**src/rtl/imem_loader.sv**
```systemverilog
// -----------------------------------------------------------------------------
// imem_loader
//
// Write-side companion of the instruction memory. The loader receives a byte
// stream over a valid/ready handshake and packs the bytes into little-endian
// 32-bit words. Each finished word is written to the next imem word address.
// The CPU stays in reset (cpu_rst low) until the whole image has been written.
//
// Stream format: len[7:0], len[15:8] (N = number of words), then 4*N data
// bytes. Inside a word, byte0 lands in [7:0] and byte3 lands in [31:24].
//
// Parameters
//   ADDR_W      imem word-address width
//   DEPTH       largest accepted word count (must be <= 2**ADDR_W)
//
// Ports
//   clk         clock, all state changes on the rising edge
//   rst         asynchronous active-low reset
//   start       one-cycle pulse that begins a load (honoured in IDLE/DONE)
//   in_data     stream byte
//   in_valid    in_data is valid
//   in_ready    loader accepts a byte this cycle
//   imem_we     imem write strobe, one-cycle pulse per word
//   imem_addr   imem word address (holds the last written value)
//   imem_wdata  imem write data (holds the last written value)
//   busy        load in progress (LEN0 through FLUSH)
//   done        image complete, level until the next start or reset
//   err         length larger than DEPTH, sticky until reset
//   cpu_rst     active-low CPU reset, high only in DONE
// -----------------------------------------------------------------------------
module imem_loader #(
   parameter int ADDR_W = 8,
   parameter int DEPTH  = 256
) (
   input  logic              clk,
   input  logic              rst,
   input  logic              start,
   input  logic [7:0]        in_data,
   input  logic              in_valid,
   output logic              in_ready,
   output logic              imem_we,
   output logic [ADDR_W-1:0] imem_addr,
   output logic [31:0]       imem_wdata,
   output logic              busy,
   output logic              done,
   output logic              err,
   output logic              cpu_rst
);

   typedef enum logic [2:0] {
      S_IDLE,
      S_LEN0,
      S_LEN1,
      S_DATA,
      S_FLUSH,
      S_DONE,
      S_ERR
   } state_t;

   // Width-safe copy of DEPTH for comparison against the 16-bit length field.
   localparam logic [16:0] DEPTH_L = 17'(DEPTH);

   state_t       state;
   logic [1:0]   byte_cnt;   // byte position inside the current word
   logic [15:0]  word_cnt;   // index k of the word being assembled
   logic [15:0]  len;        // N, the word count announced by the header
   logic [31:0]  asm_word;   // bytes 0..2 of the word being assembled

   logic         xfer;
   logic [16:0]  len_next;   // full length as it becomes known in LEN1
   logic         last_word;

   assign xfer      = in_valid & in_ready;
   assign len_next  = {1'b0, in_data, len[7:0]};
   // Only meaningful in DATA, where N >= 1 so N-1 cannot underflow.
   assign last_word = (word_cnt == (len - 16'd1));

   // NOTE: every register is updated with non-blocking assignments so all of
   // them see the values from before the clock edge, whatever the order of
   // the statements below.
   always_ff @(posedge clk or negedge rst) begin
      if (!rst) begin
         state      <= S_IDLE;
         byte_cnt   <= 2'd0;
         word_cnt   <= 16'd0;
         len        <= 16'd0;
         asm_word   <= 32'd0;
         in_ready   <= 1'b0;
         imem_we    <= 1'b0;
         imem_addr  <= '0;
         imem_wdata <= 32'd0;
         busy       <= 1'b0;
         done       <= 1'b0;
         err        <= 1'b0;
         cpu_rst    <= 1'b0;
      end else begin
         // NOTE: the write strobe defaults low every cycle. This gives a
         // one-cycle pulse without extra clear logic in each state.
         imem_we <= 1'b0;

         case (state)
            S_IDLE, S_DONE: begin
               if (start) begin
                  state    <= S_LEN0;
                  in_ready <= 1'b1;
                  busy     <= 1'b1;
                  done     <= 1'b0;
                  cpu_rst  <= 1'b0;
                  byte_cnt <= 2'd0;
                  word_cnt <= 16'd0;
                  len      <= 16'd0;
                  asm_word <= 32'd0;
               end
            end

            S_LEN0: begin
               if (xfer) begin
                  len[7:0] <= in_data;
                  state    <= S_LEN1;
               end
            end

            S_LEN1: begin
               if (xfer) begin
                  len[15:8] <= in_data;
                  if (len_next == 17'd0) begin
                     // An empty image is complete as soon as its header ends.
                     state    <= S_DONE;
                     in_ready <= 1'b0;
                     busy     <= 1'b0;
                     done     <= 1'b1;
                     cpu_rst  <= 1'b1;
                  end else if (len_next > DEPTH_L) begin
                     state    <= S_ERR;
                     in_ready <= 1'b0;
                     busy     <= 1'b0;
                     err      <= 1'b1;
                  end else begin
                     state <= S_DATA;
                  end
               end
            end

            S_DATA: begin
               if (xfer) begin
                  byte_cnt <= byte_cnt + 2'd1;
                  asm_word[{byte_cnt, 3'b000} +: 8] <= in_data;
                  if (byte_cnt == 2'd3) begin
                     // The fourth byte goes straight into the write data, so
                     // the strobe comes one cycle after the transfer and the
                     // stream never stalls.
                     imem_we    <= 1'b1;
                     imem_addr  <= word_cnt[ADDR_W-1:0];
                     imem_wdata <= {in_data, asm_word[23:0]};
                     if (last_word) begin
                        state    <= S_FLUSH;
                        in_ready <= 1'b0;
                     end else begin
                        word_cnt <= word_cnt + 16'd1;
                     end
                  end
               end
            end

            S_FLUSH: begin
               // The last write pulse is visible during this cycle.
               state   <= S_DONE;
               busy    <= 1'b0;
               done    <= 1'b1;
               cpu_rst <= 1'b1;
            end

            S_ERR: begin
               // Only reset leaves this state. start is ignored here.
            end

            default: begin
               state <= S_IDLE;
            end
         endcase
      end
   end

endmodule

```
**config.mk**
```make
export PLATFORM = sky130hd
export DESIGN_NAME = imem_loader
export DESIGN_NICKNAME = d
export VERILOG_FILES = /design/src/rtl/imem_loader.sv
export SDC_FILE = /design/constraint.sdc
export NUM_CORES = 1
export LEC_CHECK = 0
export BUFFER_PORTS_ARGS = -buffer_cell sky130_fd_sc_hd__buf_2
export CELL_PAD_IN_SITES_DETAIL_PLACEMENT = 2
export CELL_PAD_IN_SITES_GLOBAL_PLACEMENT = 2
export CORE_ASPECT_RATIO = 0.8
export CORE_MARGIN = 2
export CORE_UTILIZATION = 34
export DETAILED_ROUTE_END_ITERATION = 16
export PLACE_DENSITY = 0.79
export SYNTH_ARGS = -nofsm -noshare
export SYNTH_HDL_FRONTEND = slang
export SYNTH_SLANG_ARGS = --single-unit
```
**constraint.sdc**
```tcl
create_clock -name clk -period 2.44 [get_ports clk]
set_clock_uncertainty 0.05 [all_clocks]
set_input_delay 0 -clock clk [delete_from_list [all_inputs] [get_ports clk]]
set_output_delay 0 -clock clk [all_outputs]
set_load 0.01 [all_outputs]
```
# ---- Word-level counts from Yosys, hierarchy flattened
# Index checks and enable logic that the tools add are counted.
dict set report op_classes {
  magnitude_cmp 1
  reduce_logical 18
  muxes 40
  n_mul 0
  div 0
  n_addsub 4
  n_bitwise 3
  shift 2
  n_eq_ne 17
}
# operator n
set ops {}
lappend ops {{$mux 16} 4}
lappend ops {{$mux 32} 2}
lappend ops {{$pmux 32 s2} 1}
lappend ops {{$bwmux 32} 1}
lappend ops {{$pmux 16 s2} 1}
lappend ops {{$pmux 8 s2} 2}
lappend ops {{$shift 8x7->32 const A} 1}
lappend ops {{$shiftx 8x7->32} 1}
lappend ops {{$mux 3} 8}
lappend ops {{$pmux 3 s6} 1}
lappend ops {{$logic_not 17->1} 1}
lappend ops {{$add 16x1->16 const B} 1}
lappend ops {{$eq 16x16->1} 1}
lappend ops {{$gt 16x9->1 const B} 1}
lappend ops {{$ne 2x2->1 const B} 8}
lappend ops {{$sub 16x1->16 const B} 1}
lappend ops {{$reduce_and 7->1} 2}
lappend ops {{$mux 1} 13}
lappend ops {{$reduce_and 3->1} 4}
lappend ops {{$reduce_and 4->1} 3}
lappend ops {{$eq 3x3->1 const B} 3}
lappend ops {{$pmux 1 s3} 3}
lappend ops {{$mux 8} 1}
lappend ops {{$neg 5->7} 1}
lappend ops {{14 further kinds} 20}
dict set report totals {
  elab_cells 98
  out_inout_bits 46
  mem_bits_ro 0
  latchBits 0
  ff_bits 114
  n_memories 0
  input_bits 12
  ramBits 0
}

# ---- Depth between registers and ports, before layout
# Gate-level depths: netlist of the first run.
dict set report depth {
  ltp_word 6
  mapped_depth 12
}

# ---- Worst setup path after synthesis of the first run
# Ideal clock, no wire load.
dict set report synth_path {
  kind {flip-flop to flip-flop}
  startpoint {register len[0]}
  endpoint {register word_cnt[12]}
  setup_ns 0.078
  arrival_time_ns 2.566
  t_required_ns 2.312
  slack_ns -0.254
  stages_incl_launch_ff 12
  path_buffers 0
  cell_sequence {dfrtp_1 -> inv_1 -> ha_1 -> or3b_1 -> xnor2_1 -> and3_1 -> o21ai_1 -> and4bb_1 -> nand4b_4 -> nand3_4 -> or4_1 -> a21oi_1}
}
dict set report synth_between {
  elab_chain_len 4
}
# item line
set synth_rtl {}
lappend synth_rtl {{start, declared} 66} ;# logic [15:0] len;
lappend synth_rtl {{start signal, assigned} 118} ;# len[7:0] <= in_data;
lappend synth_rtl {{$sub 16x1->16} 76} ;# assign last_word = (word_cnt == (len - 16'd1));
lappend synth_rtl {{$eq 16x16->1} 76}
lappend synth_rtl {{$ne 2x2->1 (no source line)} n/a}
lappend synth_rtl {{$reduce_and 5->1 (no source line)} n/a}
lappend synth_rtl {{end signal, assigned} 159} ;# word_cnt <= word_cnt + 16'd1;
lappend synth_rtl {{end, declared} 65} ;# logic [15:0] word_cnt;
# No other way between the ends.
# A chain may end at the register's enable or synchronous reset.

# ---- Final worst setup path of the first run
dict set report layout_path {
  startpoint {register len[1]}
  endpoint {register state[0]}
}
dict set report layout_between {
  elab_chain_len 5
}
# item line
set layout_rtl {}
lappend layout_rtl {{branches (longest 5 deep; another with $sub 16x1->16)} n/a}
lappend layout_rtl {{end signal, assigned} 104} ;# state <= S_LEN0;
lappend layout_rtl {{end signal, assigned} 128} ;# state <= S_DONE;
lappend layout_rtl {{end signal, assigned} 134} ;# state <= S_ERR;
lappend layout_rtl {{end, declared} 63} ;# state_t state;
# Parallel ways; which one is timed is not known. The select of a mux whose other input is x is not followed.

==> impl_metrics.csv, run 1 <==
group,metric,value,unit
floorplanning,boundaryPins,58,
grt,grt_pass1_vias,5096,
route,vias_per_cell,5.521,
route,wl_per_cell,23.78,µm
timing,slew-limit-headroom,36.00,%
timing,final.setup.worst_slack,-0.4174,ns
final_layout,finalNetCount,642,
floorplanning,die_x,141.8,µm
synthesis,synth_area_leaders,"dfrtp_1 (51%), mux2_2 (8.9%), nand2_1 (6.8%)",
synthesis,yosys_warnings,0,
timing,worstMarginPinSlew,0.9600,ns
final_layout,antenna_cells,0,
worst_setup_path,required,2.63,ns
pwr,p_leak,0.003197,µW
timing,finalSetupViolCount,20,
route,first_iter_violations,202,
worst_setup_path,critPathArrivalTime,3.05,ns
pwr,swShare,42.21,%
synthesis,yosysTopAreaCell,"dfrtp_1",
grt,grtUsageTotal,24.93,%
grt,gr-total-overflow,0,
pwr,p_sw,3224,µW
timing,period_minus_slack,2.857,ns
route,drc_errors,0,
pwr,irDropWorstVdd,0.5018,mV
clock_network,clock_latency,0.35,ns
pwr,clkPwrFrac,19.9,%
pwr,internal-power,4414,µW
synthesis,syn_area_per_cell,10.22,µm²
final_layout,drive_gt1_share,34.82,%
timing,drv_slew,0,
synthesis,yosysSeqAreaShare,51.38,%
grt,antenna_found_initial,0,
placement,dp.cells,778,
clock_network,htree_levels,3,
synthesis,ys_types,51,
timing,finalCritPeriodShare,117.1,%
floorplanning,design.core.area,0.01491,mm²
final_layout,final_cell_mix,"dfrtp_1 (105), nand2_1 (91), buf_2 (56)",
synthesis,async_flop_share,100.0,%
clock_network,numCtsBuffers,9,
placement,placement.io_buffers,57,
synthesis,synth_edf_count,0,
route,drt_wl_total,19380,µm
pwr,pwr-share-comb,51.2,%
final_layout,final_util,44.97,%
clock_network,root_buffer,"clkbuf_16",
grt,grt_first_pass_wirelength,30510,µm
floorplanning,initial_core_util,34.61,%
synthesis,syn_nets,525,
pwr,seqPwrFrac,28.9,%
placement,place_congestion,0.8194,
route,antenna_left,0,
worst_setup_path,critPathKind,"register to register",
worst_setup_path,worstPathMaxFanout,4,
route,vias,4500,
synthesis,ys_ff_latch,106,
synthesis,synth_area,0.005162,mm²
final_layout,syn2layout_area_growth,29.91,%
final_layout,final_common_cell,"dfrtp_1",
outcome,violations,"setup timing",
route,dr.pass1.iters,4,
timing,finalHoldViolCount,0,
clock_network,clock-sinks,106,
timing,holdWs,0.1167,ns
timing,setup_tns,-7.039,ns
floorplanning,row_count,40,
timing,rsz0062_at_grt,"true",
job,max_cap_violations,0,
placement,post-dp-hpwl,12120,µm
outcome,outcome,"finished, violations left",
clock_network,tritoncts,"built",
pwr,powerDensity,1139,mW/mm²
synthesis,synthCells,505,
timing,fmax,350.0,MHz
worst_setup_path,worst_setup_path_start_kind,"register",
clock_network,clockBufferDepth,2,
final_layout,instances_no_fill,815,
floorplanning,dieArea,0.01619,mm²
clock_network,clk_pin_slew,0.08,ns
pwr,totalPowerFinal,7637,µW
worst_setup_path,critPathCaptureType,"register",
worst_setup_path,reg2reg_depth,10,
synthesis,synth_ff_type,"dfrtp_1",
synthesis,synth_top_area_share,51.38,%
hold_path,min_path_cells,4,
grt,grt_max_degree,71,
floorplanning,dieHeight,114.2,µm
hold_path,min_path_type,"primary input to register",
## sequential cells by signal, indices dropped and copies added, names as in the netlist, 2 cells and up
register / count
imem_wdata: 32
byte_cnt: 2
imem_addr: 8
len: 16
asm_word: 24
word_cnt: 16
state: 3
## routing by layer
metal	vias to the layer above	share of wire [%]	GRT usage [%]
met2	105	51	42.75
met5	-	0	0
met1	2334	43	32.42
li1	2018	-	-
met3	43	3.5	3.513
met4	0	3.2	9.000
## worst paths after layout
check	startpoint	endpoint	slack, ns
worst min register to register	err$_DFFE_PN0P_	err$_DFFE_PN0P_	0.43
min in group asynchronous	rst	busy$_DFFE_PN0P_	0.26
worst min-delay path	in_data[1]	len[9]$_DFFE_PN0P_	0.12
worst max register to register	len[1]$_DFFE_PN0P_	state[0]$_DFFE_PN0P_	-0.42
worst max-delay path	len[1]$_DFFE_PN0P_	state[0]$_DFFE_PN0P_	-0.42
max in group asynchronous	rst	word_cnt[3]$_DFFE_PN0P_	1.29
## power groups by stage
stage,registers [µW],logic [µW],clock network [µW]
floorplan,2200,1900,0
global placement,2190,2880,0
detailed placement,2220,3120,0
CTS,2190,3550,1540
global route,2240,4180,1620
finish,2210,3910,1520
## synthesized netlist by cell type, types with 8 or more instances
library cell  count
a21oi_1          13
and3_1           10
clkbuf_1         16
dfrtp_1         106
ha_1              8
mux2_2           41
nand2_1          93
nand3_1          30
nor2_1           23
o21ai_0          47
xnor2_1          16
xor2_1            8
## critical path, stage by stage, from the launching register on
cell,delay [ns]
dfrtp_1,0.41
inv_2,0.10
ha_4,0.15
or3b_4,0.43
buf_4,0.16
o41ai_2,0.39
nand2_1,0.22
nor4_4,0.24
and3_4,0.26
o21ai_4,0.07
o221a_2,0.25
## kinds of logic (layout without fill, tap and decap cells)
logic type | after synthesis | count (layout) | synth area share, %
xor+xnor | 24 | 24 | 4.072
buf+inv | 27 | 147 | 2.327
compound gates | 91 | 91 | 10.28
simple gates | 207 | 208 | 20.87
mux | 42 | 42 | 9.137
flops | 106 | 106 | 51.38
fa+ha+maj | 8 | 8 | 1.939
## final cells by class
cell class / count / area [µm²]
fill: 1553 / 8208
sequential: 106 / 2654
multi-input combinational: 373 / 2625
timing repair buffer: 125 / 863.3
tap: 189 / 236.5
clock buffer: 9 / 225.2
clock inverter: 6 / 76.32
inverter: 7 / 26.28
## metrics by stage
stage / worst slack (ns) / cell area, µm²
2_1_floorplan: -0.1489 / 5185
4_1_cts: -0.2649 / 6593
3_3_place_gp: -0.1865 / 5995
3_5_place_dp: -0.3893 / 5995
5_1_grt: -0.4891 / 6706
6_report: -0.4174 / 6706
## timing repair
item | in CTS | in global routing
pin swaps | 13 | 14
resized for setup | 30 | 17
gates cloned | 1 | 0
endpoints found under the hold margin | 97 | 0
hold buffers | 10 | 0
setup buffers | 6 | 5
setup endpoints to repair | 20 | 21
No activity file was read; power rests on OpenSTA's default activity.
==> run 2, diff against run 1 <==
--- a/config.mk
+++ b/config.mk
@@ -11,8 +11,9 @@
 export CORE_ASPECT_RATIO = 0.8
 export CORE_MARGIN = 2
 export CORE_UTILIZATION = 34
+export CTS_CLUSTER_DIAMETER = 60
 export DETAILED_ROUTE_END_ITERATION = 16
-export PLACE_DENSITY = 0.79
+export PLACE_DENSITY = 0.8
 export SYNTH_ARGS = -nofsm -noshare
 export SYNTH_HDL_FRONTEND = slang
 export SYNTH_SLANG_ARGS = --single-unit
==> impl_metrics.csv, run 2 (synthesized netlist as in run 1, its figures left out) <==
group,metric,value,unit
worst_setup_path,worst_setup_path_start_kind,"register",
timing,slew-limit-headroom,55.88,%
worst_setup_path,required,2.67,ns
final_layout,seq_area,0.002653,mm²
placement,placement.io_buffers,57,
timing,setup_tns,-5.785,ns
clock_network,clock_latency,0.35,ns
grt,gr-total-overflow,0,
final_layout,syn2layout_area_growth,28.09,%
route,wl_per_cell,23.41,µm
hold_path,min_path_type,"primary input to register",
clock_network,root_buffer,"clkbuf_16",
pwr,clkPwrFrac,19.5,%
floorplanning,initial_core_util,34.61,%
final_layout,final_common_cell,"dfrtp_1",
timing,period_minus_slack,2.820,ns
pwr,p_leak,0.003186,µW
timing,finalCritPeriodShare,115.6,%
final_layout,drive_gt1_share,34.24,%
route,drc_errors,0,
timing,fmax,354.6,MHz
grt,grtUsageTotal,24.32,%
route,drt_wl_total,19060,µm
floorplanning,boundaryPins,58,
worst_setup_path,startpoint,"len[1]$_DFFE_PN0P_",
placement,placed_cell_area,0.006002,mm²
final_layout,multiInputGateArea,0.002559,mm²
worst_setup_path,worstPathMaxFanout,8,
pwr,internal-power,4315,µW
clock_network,clk_pin_slew,0.08,ns
worst_setup_path,critPathArrivalTime,3.05,ns
pwr,swShare,41.58,%
final_layout,stdcell_area,0.006613,mm²
route,vias,4548,
outcome,outcome,"finished, violations left",
timing,rsz0062_at_grt,"true",
timing,worstMarginPinSlew,0.6594,ns
final_layout,finalNetCount,641,
floorplanning,dieHeight,114.2,µm
placement,dp.cells,779,
job,max_cap_violations,0,
final_layout,antenna_cells,0,
route,vias_per_cell,5.587,
worst_setup_path,critPathKind,"register to register",
clock_network,numCtsBuffers,9,
grt,antenna_found_initial,0,
pwr,totalPowerFinal,7387,µW
floorplanning,dieArea,0.01619,mm²
floorplanning,row_count,40,
timing,final.setup.worst_slack,-0.3803,ns
floorplanning,die_x,141.8,µm
timing,finalSetupViolCount,20,
clock_network,htree_levels,3,
worst_setup_path,critPathCaptureType,"register",
worst_setup_path,worstPathCellList,"inv_2 -> ha_4 -> or3b_4 -> xnor2_4 -> and3_4 -> o21ai_2 -> and4bb_1 -> nand4b_4 -> nand3_4 -> or4_1 -> a21oi_2",
route,first_iter_violations,283,
pwr,irDropWorstVdd,0.6076,mV
final_layout,regMostFlops,"imem_wdata",
pwr,pwr-share-comb,50.7,%
final_layout,reg_top3,"imem_wdata: 32 flops, asm_word: 24 flops",
route,antenna_left,0,
grt,grt_max_degree,67,
clock_network,clockBufferDepth,2,
pwr,seqPwrFrac,29.7,%
pwr,p_sw,3071,µW
route,dr.pass1.iters,4,
placement,post-dp-hpwl,12320,µm
timing,drv_slew,0,
final_layout,fillers,1572,
placement,pre_cts_ws,-0.4097,ns
worst_setup_path,slowest_delay,0.44,ns
placement,place_congestion,0.8409,
timing,finalHoldViolCount,0,
clock_network,clock-sinks,106,
grt,grt_pass1_vias,5134,
worst_setup_path,critPathSlowestCell,"or4_1",
final_layout,largest_reg_flops,32,
final_layout,instances_no_fill,814,
final_layout,final_cell_mix,"dfrtp_1 (106), nand2_1 (93), buf_2 (56)",
worst_setup_path,r2r_slack,-0.38,ns
hold_path,min_from,"start",
worst_setup_path,r2r-start,"len[1]$_DFFE_PN0P_",
outcome,violations,"setup timing",
grt,grt_first_pass_wirelength,29960,µm
clock_network,tritoncts,"built",
pwr,powerDensity,1117,mW/mm²
floorplanning,design.core.area,0.01491,mm²
run 2: power by group through the flow:
stage          Combinational [µW]  Sequential (µW)  Clock, µW
6_report                     3750             2200       1440
5_1_grt                      4050             2230       1530
4_1_cts                      3420             2190       1460
3_5_place_dp                 3170             2220          0
3_3_place_gp                 2920             2190          0
2_1_floorplan                1900             2200          0
run 2: worst paths after layout:
| path | end | cells past startpoint |
|---|---|---|
| min in group asynchronous | cpu_rst$_DFFE_PN0P_ | 2 |
| worst max register to register | word_cnt[10]$_DFFE_PN0P_ | 11 |
| worst max-delay path | word_cnt[10]$_DFFE_PN0P_ | 11 |
| worst min register to register | err$_DFFE_PN0P_ | 1 |
| worst min-delay path | state[2]$_DFFE_PN0P_ | 4 |
| max in group asynchronous | len[14]$_DFFE_PN0P_ | 3 |
run 2: cell type report:
type | count | share of cell area [%]
clock buffers | 9 | 3.406
clock inverters | 6 | 0.8704
inverters | 7 | 0.3974
multi-input cells | 372 | 38.69
flip-flops and latches | 106 | 40.11
well taps | 189 | 3.576
repair buffers | 125 | 12.94
run 2: repair_timing:
action                                  in CTS  in global routing
resized for setup                           16                 18
hold buffers                                10                  0
setup buffers                                7                  3
endpoints found under the hold margin       70                  0
endpoints found under the setup margin      20                 29
pin swaps                                    8                  2
run 2: worst max-delay path, delay by kind of cell (launching register included):
kind / cells / cell delay [ns]
simple gates: 6 / 1.58
flops: 1 / 0.41
compound gates: 2 / 0.31
fa+ha+maj: 1 / 0.15
xor+xnor: 1 / 0.15
buf+inv: 1 / 0.10
run 2: routing by layer:
layer  part of all wire [%]  global-route usage (%)  up-vias
li1                       -                       -     2001
met1                     42                   30.78     2388
met2                     51                   41.72      122
met3                    4.2                   4.391       37
met4                    2.8                   9.333        0
met5                      0                       0        -
run 2: through the flow:
stage / hold slack [ns] / util, %
floorplan: -0.3456 / -
global placement: -0.03088 / 40.24
detailed placement: -0.01163 / 40.24
CTS: 0.03584 / 43.68
global route: 0.06618 / 44.34
finish: 0.006788 / 44.34
